File: config.mk
export PLATFORM = sky130hd
export DESIGN_NAME = apb_slave_splitter
export DESIGN_NICKNAME = d
export VERILOG_FILES = /design/src/rtl/apb_slave_splitter.sv
export SDC_FILE = /design/constraint.sdc
export NUM_CORES = 1
export LEC_CHECK = 0
export ABC_AREA = 1
export BUFFER_PORTS_ARGS = -buffer_cell sky130_fd_sc_hd__buf_2
export CORE_MARGIN = 2
export CORE_UTILIZATION = 42
export DETAILED_ROUTE_END_ITERATION = 10
export GPL_ROUTABILITY_DRIVEN = 0
export GPL_TIMING_DRIVEN = 1
export HOLD_SLACK_MARGIN = 0.06
export PLACE_DENSITY = 0.74
export SLEW_MARGIN = 5
export SYNTH_ARGS = -nofsm -noshare
export SYNTH_HDL_FRONTEND = slang
export SYNTH_SLANG_ARGS = --single-unit
File: constraint.sdc
create_clock -name CLK -period 1.8 [get_ports CLK]
set_input_delay 0.36 -clock CLK [delete_from_list [all_inputs] [get_ports CLK]]
set_output_delay 0.36 -clock CLK [all_outputs]
set_load 0.03 [all_outputs]
File: src/rtl/apb_slave_splitter.sv
// -----------------------------------------------------------------------------
// apb_slave_splitter
//
// Purpose:
//   APB3 interconnect that fans one upstream APB slave port out to C_CHANNELS
//   downstream register banks. Each bank owns a fixed window of
//   2^C_SLOT_BITS bytes. The slot field directly above the window offset
//   selects the bank. Every downstream transfer is re-timed through a
//   registered FSM. If an access is unmapped, or a bank never raises its
//   ready, the upstream side still gets a PSLVERR response. A hung sub-block
//   therefore cannot hang the host bus.
//
// Ports:
//   CLK, nRST        clock (rising edge) and asynchronous active-low reset
//   S_PSEL..S_PWDATA upstream APB request
//   S_PRDATA         upstream read data, valid while S_PREADY=1
//   S_PREADY         upstream ready, high only in the response cycle
//   S_PSLVERR        upstream error, valid while S_PREADY=1
//   M_PSEL           one-hot downstream select
//   M_PENABLE        downstream enable, broadcast
//   M_PWRITE         downstream direction, broadcast
//   M_PADDR          in-window downstream address
//   M_PWDATA         downstream write data, broadcast
//   M_PRDATA         packed downstream read data, slave i at [32*i +: 32]
//   M_PREADY         per-slave ready
//   M_PSLVERR        per-slave error
//   ERR              one-cycle pulse on every error response
// -----------------------------------------------------------------------------
module apb_slave_splitter #(
    parameter int C_CHANNELS  = 4,
    parameter int C_ADDR_BITS = 16,
    parameter int C_SLOT_BITS = 12,
    parameter int C_TIMEOUT   = 256
) (
    input  logic                     CLK,
    input  logic                     nRST,
    input  logic                     S_PSEL,
    input  logic                     S_PENABLE,
    input  logic                     S_PWRITE,
    input  logic [C_ADDR_BITS-1:0]   S_PADDR,
    input  logic [31:0]              S_PWDATA,
    output logic [31:0]              S_PRDATA,
    output logic                     S_PREADY,
    output logic                     S_PSLVERR,
    output logic [C_CHANNELS-1:0]    M_PSEL,
    output logic                     M_PENABLE,
    output logic                     M_PWRITE,
    output logic [C_SLOT_BITS-1:0]   M_PADDR,
    output logic [31:0]              M_PWDATA,
    input  logic [32*C_CHANNELS-1:0] M_PRDATA,
    input  logic [C_CHANNELS-1:0]    M_PREADY,
    input  logic [C_CHANNELS-1:0]    M_PSLVERR,
    output logic                     ERR
);

    localparam int SEL_BITS   = (C_CHANNELS > 1) ? $clog2(C_CHANNELS) : 1;
    localparam int UPPER_BITS = C_ADDR_BITS - C_SLOT_BITS - SEL_BITS;
    localparam int CNT_BITS   = (C_TIMEOUT > 1) ? $clog2(C_TIMEOUT) : 1;
    localparam logic [SEL_BITS:0] CH_LIMIT = (SEL_BITS + 1)'(C_CHANNELS);

    typedef enum logic [1:0] {
        IDLE,
        SETUP,
        ACCESS,
        RESP
    } state_t;

    state_t                  state_q;
    logic [SEL_BITS-1:0]     slot_q;
    logic                    abort_q;
    logic [CNT_BITS-1:0]     waitCnt_q;
    logic [C_CHANNELS-1:0]   mPsel_q;
    logic                    mPenable_q;
    logic                    mPwrite_q;
    logic [C_SLOT_BITS-1:0]  mPaddr_q;
    logic [31:0]             mPwdata_q;
    logic [31:0]             sPrdata_q;
    logic                    sPready_q;
    logic                    sPslverr_q;
    logic                    err_q;

    logic [SEL_BITS-1:0]     slotDec;
    logic                    upperHit;
    logic                    addrMapped;
    logic [C_CHANNELS-1:0]   slotOneHot;
    logic                    selReady;
    logic                    selErr;
    logic [31:0]             selRdata;
    logic                    timeoutHit;

    // Address decode of the live upstream request. An access is unmapped
    // if any address bit above the slot field is set, or if the slot number
    // has no bank behind it.
    assign slotDec = S_PADDR[C_SLOT_BITS +: SEL_BITS];

    generate
        if (UPPER_BITS > 0) begin : gUpper
            assign upperHit = |S_PADDR[C_ADDR_BITS-1 : C_SLOT_BITS+SEL_BITS];
        end else begin : gNoUpper
            assign upperHit = 1'b0;
        end
    endgenerate

    assign addrMapped = !upperHit && ({1'b0, slotDec} < CH_LIMIT);

    // Build the one-hot select from the decoded slot.
    always_comb begin
        slotOneHot = '0;
        for (int i = 0; i < C_CHANNELS; i++) begin
            slotOneHot[i] = (slotDec == SEL_BITS'(i));
        end
    end

    // Route the latched slave's response signals. A compare loop is used
    // instead of a computed part-select to keep index widths exact.
    always_comb begin
        selReady = 1'b0;
        selErr   = 1'b0;
        selRdata = '0;
        for (int i = 0; i < C_CHANNELS; i++) begin
            if (slot_q == SEL_BITS'(i)) begin
                selReady = M_PREADY[i];
                selErr   = M_PSLVERR[i];
                selRdata = M_PRDATA[32*i +: 32];
            end
        end
    end

    // The counter holds the number of ACCESS cycles already spent waiting.
    // Reaching C_TIMEOUT-1 means the current cycle is the last allowed one.
    assign timeoutHit = (C_TIMEOUT != 0) && (waitCnt_q == CNT_BITS'(C_TIMEOUT - 1));

    // Transfer FSM. All outputs are registered here. S_PREADY and ERR
    // default low every cycle, so they can only pulse for the single RESP
    // cycle. If the host drops PSEL mid-transfer, abort_q is set. The
    // downstream side still finishes its handshake, but nothing is reported
    // upstream.
    always_ff @(posedge CLK or negedge nRST) begin
        if (!nRST) begin
            state_q    <= IDLE;
            slot_q     <= '0;
            abort_q    <= 1'b0;
            waitCnt_q  <= '0;
            mPsel_q    <= '0;
            mPenable_q <= 1'b0;
            mPwrite_q  <= 1'b0;
            mPaddr_q   <= '0;
            mPwdata_q  <= '0;
            sPrdata_q  <= '0;
            sPready_q  <= 1'b0;
            sPslverr_q <= 1'b0;
            err_q      <= 1'b0;
        end else begin
            sPready_q <= 1'b0;
            err_q     <= 1'b0;
            case (state_q)
                IDLE: begin
                    sPrdata_q  <= '0;
                    sPslverr_q <= 1'b0;
                    if (S_PSEL && !S_PENABLE) begin
                        if (addrMapped) begin
                            state_q    <= SETUP;
                            slot_q     <= slotDec;
                            abort_q    <= 1'b0;
                            waitCnt_q  <= '0;
                            mPsel_q    <= slotOneHot;
                            mPwrite_q  <= S_PWRITE;
                            mPaddr_q   <= S_PADDR[C_SLOT_BITS-1:0];
                            mPwdata_q  <= S_PWDATA;
                        end else begin
                            state_q    <= RESP;
                            sPready_q  <= 1'b1;
                            sPslverr_q <= 1'b1;
                            err_q      <= 1'b1;
                        end
                    end
                end

                SETUP: begin
                    state_q    <= ACCESS;
                    mPenable_q <= 1'b1;
                    if (!S_PSEL) begin
                        abort_q <= 1'b1;
                    end
                end

                ACCESS: begin
                    if (selReady || timeoutHit) begin
                        mPsel_q    <= '0;
                        mPenable_q <= 1'b0;
                        mPwrite_q  <= 1'b0;
                        mPaddr_q   <= '0;
                        mPwdata_q  <= '0;
                        waitCnt_q  <= '0;
                        abort_q    <= 1'b0;
                        if (abort_q || !S_PSEL) begin
                            state_q <= IDLE;
                        end else begin
                            state_q   <= RESP;
                            sPready_q <= 1'b1;
                            // A ready slave wins over a timeout in the same cycle.
                            if (selReady) begin
                                sPrdata_q  <= mPwrite_q ? 32'h0 : selRdata;
                                sPslverr_q <= selErr;
                                err_q      <= selErr;
                            end else begin
                                sPrdata_q  <= '0;
                                sPslverr_q <= 1'b1;
                                err_q      <= 1'b1;
                            end
                        end
                    end else begin
                        waitCnt_q <= waitCnt_q + CNT_BITS'(1);
                        if (!S_PSEL) begin
                            abort_q <= 1'b1;
                        end
                    end
                end

                RESP: begin
                    state_q    <= IDLE;
                    sPrdata_q  <= '0;
                    sPslverr_q <= 1'b0;
                end

                default: begin
                    state_q <= IDLE;
                end
            endcase
        end
    end

    assign S_PRDATA  = sPrdata_q;
    assign S_PREADY  = sPready_q;
    assign S_PSLVERR = sPslverr_q;
    assign ERR       = err_q;
    assign M_PSEL    = mPsel_q;
    assign M_PENABLE = mPenable_q;
    assign M_PWRITE  = mPwrite_q;
    assign M_PADDR   = mPaddr_q;
    assign M_PWDATA  = mPwdata_q;

endmodule

== Word-level counts from Yosys, hierarchy flattened ==
Index checks and enable logic that the tools add are counted.

* Register bits after elaboration: 98
* Input port bits: 189
* Output and inout bits: 85
* Logic and storage cells: 112

* $add $sub $neg: 1
* Equal/unequal tests: 14
* Muxes and demuxes: 60
* Bitwise gates (word level): 1
* Reduce and logical (&&, ||, !) cells: 23

{| class="wikitable"
|+ Operators by type and width
! kind !! number
|-
| $mux W32 || 11
|-
| $pmux W32 S2 || 2
|-
| $mux W12 || 3
|-
| $mux W1 || 24
|-
| $mux W8 || 3
|-
| $pmux W12 S2 || 1
|-
| $pmux W8 S2 || 1
|-
| $reduce_and A3 Y1 || 5
|-
| $eq A2 B2 Y1 const B || 6
|-
| $mux W4 || 3
|-
| $add A8 B1 Y8 const B || 1
|-
| $eq A8 B8 Y1 const B || 1
|-
| $mux W2 || 4
|-
| $ne A2 B2 Y1 const B || 4
|-
| $pmux W1 S2 || 4
|-
| $pmux W2 S4 || 1
|-
| $pmux W4 S2 || 1
|-
| $eq A2 B1 Y1 const B || 3
|-
| $logic_not A2 Y1 || 3
|-
| $pmux W1 S3 || 2
|-
| $reduce_bool A2 Y1 || 3
|-
| $reduce_bool A3 Y1 || 2
|-
| $reduce_and A2 Y1 || 2
|-
| $reduce_and A4 Y1 || 1
|-
| 5 further kinds || 8
|}

== Logic depth before layout (Yosys ltp) ==
* Depth in word-level cells: 10
* Depth in mapped cells: 11
* Gate-level depth less buffers: 10

== Worst setup path after synthesis ==
OpenSTA, ideal clock, no wires.

* Path type: register -> register
* Start: reg state_q[0]
* End: reg sPrdata_q[10], in the netlist S_PRDATA[10]
* Setup time: 0.076 ns
* Arrival time: 1.659 ns
* Data required time: 1.724 ns
* Setup slack: 0.065 ns
* Cell stages (with the launch flop): 9
* Path buffers: 2
* Period minus slack after synthesis: 1.735 ns
* Cell sequence: dfrtp_1 > inv_1 > ha_1 > inv_1 > nor2_1 > clkbuf_1 > clkbuf_1 > nand4_1 > o21ai_1

* Word-level cells in the longest chain between the ends: 4
* Elaborated cells between the ends (all ways): 9
* Those cells by class: 4 x eq/ne; 1 x mux; 4 x reduce/logical

{| class="wikitable"
|+ Ends and longest elaborated chain
! item !! line !! text
|-
| start, declared || 68 || <nowiki>state_t state_q;</nowiki>
|-
| start signal, assigned || 140 || <nowiki>state_q <= IDLE;</nowiki>
|-
| start signal, assigned || 162 || <nowiki>state_q <= SETUP;</nowiki>
|-
| start signal, assigned || 171 || <nowiki>state_q <= RESP;</nowiki>
|-
| $eq A2 B2 Y1 or $logic_not A2 Y1 (tied branches) || 156 || <nowiki>case (state_q)</nowiki>
|-
| $reduce_or A2 Y1 (no source line) || -- ||
|-
| $reduce_bool A2 Y1 (no source line) || -- ||
|-
| $reduce_and A3 Y1 (no source line) || -- ||
|-
| end signal, assigned || 203 || <nowiki>sPrdata_q <= mPwrite_q ? 32'h0 : selRdata;</nowiki>
|-
| end, declared || 77 || <nowiki>logic [31:0] sPrdata_q;</nowiki>
|}

Parallel ways exist; a longest one is shown, timed or not.
A chain may end at the register's enable or synchronous reset.

== Final worst setup path ==
* Start: reg state_q[0]
* End: reg sPrdata_q[11], in the netlist S_PRDATA[11]

Same word-level chain as after synthesis.

==> results.yml <==
yosys:
  yosys_warnings: 0
  synthCells: 781
  avgSynthCellArea_um2: 7.08
  synth-seq-cells: 98
  synth.distinct_cells: 28
  synth_area_um2: 5530
  ys_seq_area_share_pct: 44.3
  mappedNetlistNets: 975
route:
  route.antenna.remaining_nets: 0
  avgRoutedWirePerCell_um: 14.7
  dr_wl_met3_um: 1200
  vias: 6155
  routed_via_density: 5.00
  wl_met1_um: 7640
  postRouteWirelength_um: 18100
  drtPass1Iterations: 5
  dr_wl_met2_um: 8640
  dr.max_layer_used: "met4"
  dr.first_iter.drc_count: 522
  remaining_drc_errors: 0
floorplan:
  core-area_um2: 12700
  die-area_um2: 14100
  floorplan.initialDensity_pct: 43.5
  ios: 274
  fp-row-count: 41
  die_h_um: 119
  fp.dieW_um: 119
worst_setup_path:
  cp_max_fo: 25
  crit_family: "flip-flops"
  critPathSlowestCell: "dfrtp_1"
  cp_cell_sequence: "inv_1 > ha_1 > inv_2 > nor2_1 > a21oi_2 > nand2_4 > clkbuf_16 > nand2_1 > o21ai_1"
  crit_path_start_kind: "flip-flop"
  crit_type: "flip-flop to flip-flop"
  arrival_ns: 1.91
  critPathMaxStageDelay_ns: 0.41
  required_ns: 2.02
  endpoint_kind: "flip-flop"
  crit_buf_inv: 3
sta:
  fmaxAchievable_mhz: 592
  tightest_slew_ns: 0.422
  period_share_pct: 93.8
  min_period_ns: 1.69
  setup_viol: 0
  fin_worst_skew_ns: 0.00829
  slew_violations: 0
  slew_headroom_pct: 71.9
  finalHoldViolations: 0
  grt_setup_unrepaired: "true"
clock_tree:
  worstSkewPairLatency_ns: 0.35
  cts_root_buf: "clkbuf_16"
  h-tree-depth: 3
  cts_buffers: 9
  cts.sinks: 98
  clk_pin_slew_ns: 0.07
  clockBufferDepth: 2
  cts_tree: "built"
pwr:
  swShare_pct: 48.7
  power_frac_seq_pct: 25.5
  p_int_mw: 6.55
  combPwrFrac_pct: 59.1
  powerDensity_nw_per_um2: 1670
  leakage_nw: 4.54
  power.clock.fraction_pct: 15.4
  power_switching_mw: 6.22
  p_total_mw: 12.8
  max-vdd-ir-drop_uv: 895
cells_and_area:
  utilization_pct: 60.1
  fillers: 1218
  drive_gt1_share_pct: 34.6
  area_growth_pct: 38.3
  fin_area_um2: 7650
  finalNetCount: 1248
global_routing:
  grt_pass1_vias: 5763
  antenna_found_initial: 1
  grt_usage_pct: 24.8
  grt_max_degree: 53
  grt_pass1_wl_um: 28300
  grt_overflow: 0
status:
  status: "completed"
job:
  cap_violations: 0
placed_design:
  port_buffers: 273
  postPlaceCellArea_um2: 7190
  dp_hpwl_um: 13100
hold_path:
  hold_path_class: "input port to flip-flop"
==> what timing repair did <==
| action | in CTS | in global routing |
|---|---|---|
| endpoints found under the setup margin | 0 | 42 |
| hold endpoints to repair | 25 | 0 |
| buffers inserted | 0 | 2 |
| hold buffers | 1 | 0 |
| resized for setup | 0 | 8 |
==> cells in the mapped netlist <==
| cell type | n | area share (%) |
|---|---|---|
| nand4_1 | 23 | 2.6 |
| nand2_1 | 294 | 20 |
| a21oi_1 | 5 | 0.45 |
| o21ai_0 | 33 | 3.0 |
| buf_1 | 4 | 0.27 |
| nor2_4 | 1 | 0.20 |
| buf_6 | 2 | 0.41 |
| nand3_4 | 1 | 0.32 |
| nand3_1 | 110 | 10 |
| clkbuf_1 | 19 | 1.3 |
| or2_2 | 30 | 3.4 |
| nand2_2 | 2 | 0.23 |
| and2_1 | 1 | 0.11 |
| inv_2 | 2 | 0.14 |
| or2_1 | 2 | 0.23 |
| nor2_1 | 31 | 2.1 |
| o21ai_2 | 1 | 0.16 |
| dfrtp_1 | 98 | 44 |
| o21ai_1 | 20 | 1.8 |
| nand2_4 | 1 | 0.20 |
| nor3_1 | 1 | 0.090 |
| or2_0 | 1 | 0.11 |
| buf_2 | 8 | 0.72 |
| ha_1 | 5 | 1.1 |
| nor2_2 | 1 | 0.11 |
| inv_1 | 71 | 4.8 |
| buf_4 | 13 | 1.8 |
| o22ai_1 | 1 | 0.11 |
==> logic make-up (layout without fill, tap and decap cells) <==
family                     after synthesis  in the layout  synth area share [%]
DFF                                     98             98                  44.3
adders and majority gates                5              5                  1.13
buffers and inverters                  119            396                  9.41
other                                    0              1                     0
and+or+nand+nor                        499            499                  39.6
AOI/OAI and AO/OA                       60             60                  5.52
==> worst paths after layout <==
path                              start      endpoint  slack [ns]  cells after the start
max                          state_q[0]  S_PRDATA[11]        0.11                      9
min                        S_PWDATA[22]  M_PWDATA[22]        0.24                      3
max reg2reg                  state_q[0]  S_PRDATA[11]        0.11                      9
min reg2reg                M_PWDATA[19]  M_PWDATA[19]        0.47                      2
max in group asynchronous          nRST   M_PWDATA[9]        0.76                      3
min in group asynchronous          nRST  S_PRDATA[24]        0.50                      2
==> stage by stage <==
stage	TNS (ns)	hold slack, ns	setup WS (ns)	instances
2_1_floorplan	0	0.0644	0.0649	781
3_3_place_gp	0	0.332	0.176	1208
3_5_place_dp	0	0.329	0.0672	1208
4_1_cts	0	0.231	0.0102	1224
5_1_grt	-0.0252	0.244	-0.0127	1230
6_report	0	0.241	0.112	1231
==> sequential cells by signal, indices dropped and copies added, names as in the netlist <==
name       cells
S_PSLVERR      1
S_PREADY       1
M_PSEL         4
ERR            1
M_PADDR       12
slot_q         2
waitCnt_q      8
state_q        2
M_PWDATA      32
M_PENABLE      1
abort_q        1
M_PWRITE       1
S_PRDATA      32
==> cells in the final DEF (no fill, tap or decap), types with 2 or more instances in the layout <==
master,count
o21ai_1,20
buf_12,8
inv_1,70
a21oi_1,4
ha_1,4
nor2_1,30
buf_4,21
dfrtp_1,98
buf_2,272
clkinvlp_4,2
nand2_2,2
nand4_1,23
or2_2,30
inv_2,3
nand2_1,293
nor2_2,2
clkbuf_16,13
or2_1,2
nand2_4,2
nand3_1,110
o21ai_0,33
==> layout make-up <==
class	instances	area [um2]	share of cell area, %
Multi-Input combinational cell	564	2570	33.7
Clock inverter	5	62.6	0.818
Clock buffer	10	239	3.12
Tap cell	172	215	2.81
Inverter	73	274	3.58
Sequential cell	98	2450	32.1
Timing Repair Buffer	308	1830	23.9
Antenna cell	1	2.50	0.0327
==> layer usage <==
layer | vias up | global-route usage, %
met5 | - | 0
met2 | 251 | 40.0
li1 | 3030 | -
met1 | 2827 | 32.4
met4 | 0 | 11.8
met3 | 47 | 4.10
==> power by group through the flow <==
stage          clock network (mW)  registers [mW]  logic, mW
2_1_floorplan                   0            4.47       3.59
3_3_place_gp                    0            3.27       6.87
3_5_place_dp                    0            3.29       6.92
4_1_cts                      2.00            3.26       6.96
5_1_grt                      2.09            3.34       8.24
6_report                     1.97            3.26       7.54
==> tightest hold or removal path, cell delays in order <==
cell and delay (ns):
buf_2 0.07, nand3_1 0.06, nand2_1 0.06
Note: power is estimated with default switching activity, not from simulation.
